## src/rtl/weather_alert_responder.sv

```systemverilog
// Weather alert responder: filters weather-unit alert levels and drives cockpit
// annunciation plus the pilot-acknowledge and runway landing-request handshakes.
module weather_alert_responder #(
    parameter int STABLE_CYCLES = 2,
    parameter int ACK_TIMEOUT   = 8,
    parameter int GRANT_TIMEOUT = 16
) (
    input  logic       CLK,
    input  logic       RST,
    input  logic       severe_weather,
    input  logic       emergency_landing_alert,
    input  logic [1:0] wx_state,
    input  logic       pilot_ack,
    input  logic       runway_grant,
    output logic       caution_lamp,
    output logic       warning_lamp,
    output logic       horn,
    output logic       ack_overdue,
    output logic       landing_request,
    output logic       landing_clear,
    output logic       divert_advisory,
    output logic [2:0] resp_state
);

    localparam int SW = $clog2(STABLE_CYCLES + 1);
    localparam int AW = $clog2(ACK_TIMEOUT + 1);
    localparam int GW = $clog2(GRANT_TIMEOUT + 1);

    typedef enum logic [2:0] {
        NORMAL   = 3'd0,
        CAUTION  = 3'd1,
        WARN     = 3'd2,
        WARN_ACK = 3'd3,
        EMERG    = 3'd4,
        LANDING  = 3'd5
    } state_t;

    state_t        state, state_next;
    logic [1:0]    eff, samp, cand, lvl;
    logic [1:0]    cand_next, lvl_next;
    logic [SW-1:0] cnt, cnt_next;
    logic [AW-1:0] ack_cnt;
    logic [GW-1:0] grant_cnt;
    logic          emerg, ack_ok;

    always_comb begin
        eff = 2'd0;
        if (emergency_landing_alert)
            eff = 2'd3;
        else if (severe_weather || (wx_state >= 2'd2))
            eff = 2'd2;
        else if (wx_state == 2'd1)
            eff = 2'd1;
    end

    // The accepted level is taken from the filter's next values so a level
    // held STABLE_CYCLES samples reaches the FSM on that same edge.
    always_comb begin
        cand_next = cand;
        cnt_next  = cnt;
        if (samp != cand) begin
            cand_next = samp;
            cnt_next  = SW'(1);
        end else if (cnt != SW'(STABLE_CYCLES)) begin
            cnt_next = cnt + SW'(1);
        end
        lvl_next = (cnt_next == SW'(STABLE_CYCLES)) ? cand_next : lvl;
    end

    // An emergency already on the raw inputs also suppresses a pending acknowledge.
    assign emerg  = (samp == 2'd3);
    assign ack_ok = pilot_ack && !emerg && (eff != 2'd3);

    always_comb begin
        state_next = state;
        case (state)
            LANDING: state_next = LANDING;
            EMERG:   if (runway_grant) state_next = LANDING;
            default: begin
                if (emerg) begin
                    state_next = EMERG;
                end else begin
                    case (lvl_next)
                        2'd0: state_next = NORMAL;
                        2'd1: state_next = CAUTION;
                        2'd2: begin
                            if (state == WARN_ACK || (state == WARN && ack_ok))
                                state_next = WARN_ACK;
                            else
                                state_next = WARN;
                        end
                        default: state_next = state;
                    endcase
                end
            end
        endcase
    end

    always_ff @(posedge CLK or posedge RST) begin
        if (RST) begin
            samp  <= 2'd0;
            cand  <= 2'd0;
            cnt   <= '0;
            lvl   <= 2'd0;
            state <= NORMAL;
        end else begin
            samp  <= eff;
            cand  <= cand_next;
            cnt   <= cnt_next;
            lvl   <= lvl_next;
            state <= state_next;
        end
    end

    // Timers only advance on edges where the FSM stays put, so a grant or ack
    // on the timeout edge leaves the state and never raises the flag.
    always_ff @(posedge CLK or posedge RST) begin
        if (RST) begin
            ack_cnt     <= '0;
            ack_overdue <= 1'b0;
        end else if (state == WARN && state_next == WARN) begin
            if (ack_cnt != AW'(ACK_TIMEOUT))
                ack_cnt <= ack_cnt + AW'(1);
            if (ack_cnt == AW'(ACK_TIMEOUT - 1))
                ack_overdue <= 1'b1;
        end else begin
            ack_cnt     <= '0;
            ack_overdue <= 1'b0;
        end
    end

    always_ff @(posedge CLK or posedge RST) begin
        if (RST) begin
            grant_cnt       <= '0;
            divert_advisory <= 1'b0;
        end else if (state == EMERG && state_next == EMERG) begin
            if (grant_cnt == GW'(GRANT_TIMEOUT - 1)) begin
                grant_cnt       <= '0;
                divert_advisory <= 1'b1;
            end else begin
                grant_cnt <= grant_cnt + GW'(1);
            end
        end else begin
            grant_cnt <= '0;
        end
    end

    assign caution_lamp    = (state == CAUTION) || (state == WARN) || (state == WARN_ACK);
    assign warning_lamp    = (state == WARN) || (state == WARN_ACK) || (state == EMERG) || (state == LANDING);
    assign horn            = (state == WARN) || (state == EMERG);
    assign landing_request = (state == EMERG);
    assign landing_clear   = (state == LANDING);
    assign resp_state      = state;

endmodule
```

## config.mk

```make
export PLATFORM = sky130hd
export DESIGN_NAME = weather_alert_responder
export DESIGN_NICKNAME = d
export VERILOG_FILES = /design/src/rtl/weather_alert_responder.sv
export SDC_FILE = /design/constraint.sdc
export NUM_CORES = 1
export LEC_CHECK = 0
export ABC_AREA = 1
export CORE_UTILIZATION = 47
export CTS_CLUSTER_SIZE = 16
export DETAILED_ROUTE_END_ITERATION = 8
export HOLD_SLACK_MARGIN = 0.1
export PLACE_DENSITY = 0.86
export REMOVE_ABC_BUFFERS = 1
export SETUP_SLACK_MARGIN = 0.15
export SYNTH_ARGS = -nofsm -noshare
export SYNTH_HDL_FRONTEND = slang
export SYNTH_SLANG_ARGS = --single-unit
export TNS_END_PERCENT = 50
```

## constraint.sdc

```tcl
create_clock -name CLK -period 1.4 [get_ports CLK]
set_input_delay 0.28 -clock CLK [delete_from_list [all_inputs] [get_ports CLK]]
set_output_delay 0.28 -clock CLK [all_outputs]
set_load 0.005 [all_outputs]
```

==> flow_summary.json <==
{
  "yosysSeqAreaShare": 0.487,
  "path_clk_slew_ns": 0.13,
  "ant_nets": 0,
  "final_area_sq_mm": 0.00177,
  "setup_ws_ns": -0.368,
  "timing.slew.headroom": 0.568,
  "finalSetupTns_ns": -3.71,
  "place_worst_setup_slack_ns": -0.288,
  "ctsRootBufferMaster": "clkbuf_4",
  "boundaryPins": 18,
  "numPortBuffers": 17,
  "yosys-mux-area-fraction": 0,
  "fp-row-count": 17,
  "dr.first_iter.drc_count": 50,
  "syn_inst": 137,
  "grt_overflow_total": 0,
  "cp-end-kind": "register",
  "cp.arrival_ns": 2.00,
  "gr-usage-met1": 0.355,
  "fill_cells": 112,
  "setup_violations": 15,
  "peakVddDrop_mv": 0.644,
  "min_path_type": "primary input to async pin",
  "multi_input_area_sq_um": 591,
  "cp_max_fo": 5,
  "avgSynthCellArea_sq_um": 8.26,
  "status": "finished with violations",
  "ys_types": 26,
  "drive_gt1_frac": 0.448,
  "grt_start_max_net_pins": 23,
  "wl_um": 4100,
  "violations": "negative setup slack",
  "grt_usage": 0.292,
  "hold_viol_final": 0,
  "die_width_um": 51.1,
  "use_met2": 0.493,
  "diodes": 0,
  "reg2reg_depth": 11,
  "busiest_layer": "met2",
  "path_class": "register to register",
  "yosys-top-cells-area": "dfrtp_1 (49%), nand2_1 (10%), inv_1 (8.3%), nor2_1 (5.6%), ha_1 (4.4%)",
  "yosys.area_share.simple": 0.272,
  "yosysTopAreaCellShare": 0.487,
  "synth_warnings": 0,
  "syn2layout_area_growth_pct": 56.9,
  "clock_sinks": 22,
  "pwr_density_cell_mw_per_mm2": 877,
  "cts.path.max_buffers": 2,
  "vias_per_cell": 5.72,
  "final-seq-area_sq_um": 553,
  "fin_nets": 205,
  "place_area_sq_mm": 0.00148,
  "p_leak_nw": 0.887,
  "synth_xor_area_frac": 0.0387,
  "worstMarginPinSlew_ns": 0.641,
  "drc": 0,
  "place.gp.congestion": 0.831,
  "grt_pass1_wl_um": 5370,
  "yosysMostFrequentCell": "nand2_1",
  "synth_seq_cells": 22,
  "vias": 1259,
  "die_y_um": 51.1,
  "max_freq_ghz": 0.566,
  "fin_crit_sh": 1.26,
  "core_sq_mm": 0.00223,
  "clk_latency_ns": 0.31,
  "holdWs_ns": 0.322,
  "start_util": 0.506,
  "wl_per_cell_um": 18.6,
  "dpl.hpwl_um": 1710,
  "synth_edf_count": 0,
  "htreeDepth": 1,
  "dr.pass1.iters": 5,
  "cts_tree": "done",
  "crit_required_ns": 1.64,
  "clock_skew_ns": 0.00908,
  "grt_antenna_before_repair": 0,
  "synth_fa_ha_area_frac": 0.0442,
  "dieArea_sq_mm": 0.00261,
  "critPathLaunchType": "register",
  "gr-usage-met3": 0.0327,
  "grt_pass1_vias": 1114,
  "syn_area_sq_mm": 0.00113,
  "maxCapViolCount": 0,
  "synth_ff_type": "dfrtp_1",
  "rsz0062_at_grt": "yes",
  "slew_violations": 0,
  "ys_top_cells_by_count": "nand2_1 (30), inv_1 (25), dfrtp_1 (22)",
  "yosysTopAreaCell": "dfrtp_1",
  "period_needed_ns": 1.77,
  "synth_compound_area_frac": 0.0575,
  "synth_top_family_by_area": "simple AND/OR/NAND/NOR gates",
  "numCtsBuffers": 3,
  "final_util": 0.794,
  "async_reset_ff_frac": 1.00
}
-- cells in the final DEF (no fill, tap or decap), drive strengths merged, types with 3 or more instances in the layout --
| master | netlist | routed |
|---|---|---|
| xor2 | 4 | 4 |
| buf | 0 | 42 |
| clkdlybuf4s50 | 0 | 7 |
| nand4 | 5 | 5 |
| dfrtp | 22 | 22 |
| nor2 | 19 | 19 |
| a21oi | 3 | 3 |
| nand3 | 7 | 7 |
| inv | 27 | 27 |
| clkbuf | 1 | 4 |
| nand2 | 33 | 33 |
| ha | 4 | 4 |
-- worst paths after layout --
path / startpoint / end / slack [ns]
setup / recovery: cand[1]$_DFF_PP0_ / ack_cnt[0]$_DFFE_PP0P_ / -0.37
hold / removal: RST / divert_advisory$_DFFE_PP0P_ / 0.32
setup reg to reg: cand[1]$_DFF_PP0_ / ack_cnt[0]$_DFFE_PP0P_ / -0.37
hold reg to reg: grant_cnt[0]$_DFF_PP0_ / grant_cnt[0]$_DFF_PP0_ / 0.47
max in group asynchronous: RST / samp[1]$_DFF_PP0_ / 0.84
min in group CLK: grant_cnt[0]$_DFF_PP0_ / grant_cnt[0]$_DFF_PP0_ / 0.47
-- routing by layer --
layer  part of all wire  vias up
li1                   -      536
met1               0.37      591
met2               0.49       97
met3              0.074       35
met4              0.073        0
met5                  0        -
-- sequential cells by signal (all words and copies together) (netlist names) --
register / cells
samp: 2
resp_state: 3
cand: 2
lvl: 2
cnt: 2
divert_advisory: 1
ack_overdue: 1
grant_cnt: 5
ack_cnt: 4
-- kinds of logic (layout without fill, tap and decap cells) --
group                      count (synthesis)  in the layout
AOI/OAI and AO/OA                         10             10
and+or+nand+nor                           67             67
adders and majority gates                  4              4
DFF                                       22             22
buffers and inverters                     29             84
xor gates and xnor gates                   5              5
-- report_power, final --
part           total, mW  internal, mW  switching [mW]
logic              0.485         0.208           0.277
clock network      0.352         0.159           0.193
registers          0.720         0.684          0.0360
total               1.56          1.05           0.506
-- area by class of cell --
cell class	count	area share
multi-input cells	86	0.333
clock buffers	4	0.0205
flip-flops and latches	22	0.312
repair buffers	53	0.257
inverters	27	0.0585
well taps	28	0.0197
-- what timing repair did --
action / CTS / global route
setup endpoints to repair: 21 / 21
hold buffers: 0 / 0
pin swaps: 7 / 17
gates resized for setup: 42 / 32
buffers inserted: 13 / 2
-- critical path, cell delays in order (launching register included) --
cell and delay, ns:
dfrtp_1 0.43, inv_1 0.13, nand2_1 0.08, nand2_2 0.08, nand4_4 0.14, nand2_2 0.13, nand2_4 0.06, nor2_4 0.13
nand2_2 0.11, nor2_4 0.14, nand3_4 0.12, nor2_1 0.15
-- stage by stage --
stage | total power, mW | instances
final | 1.56 | 220
after global routing | 1.64 | 220
after detailed placement | 1.05 | 201
after CTS | 1.47 | 218
after global placement | 1.03 | 201
after floorplan | 0.915 | 135
No activity file was read; power rests on OpenSTA's default activity.
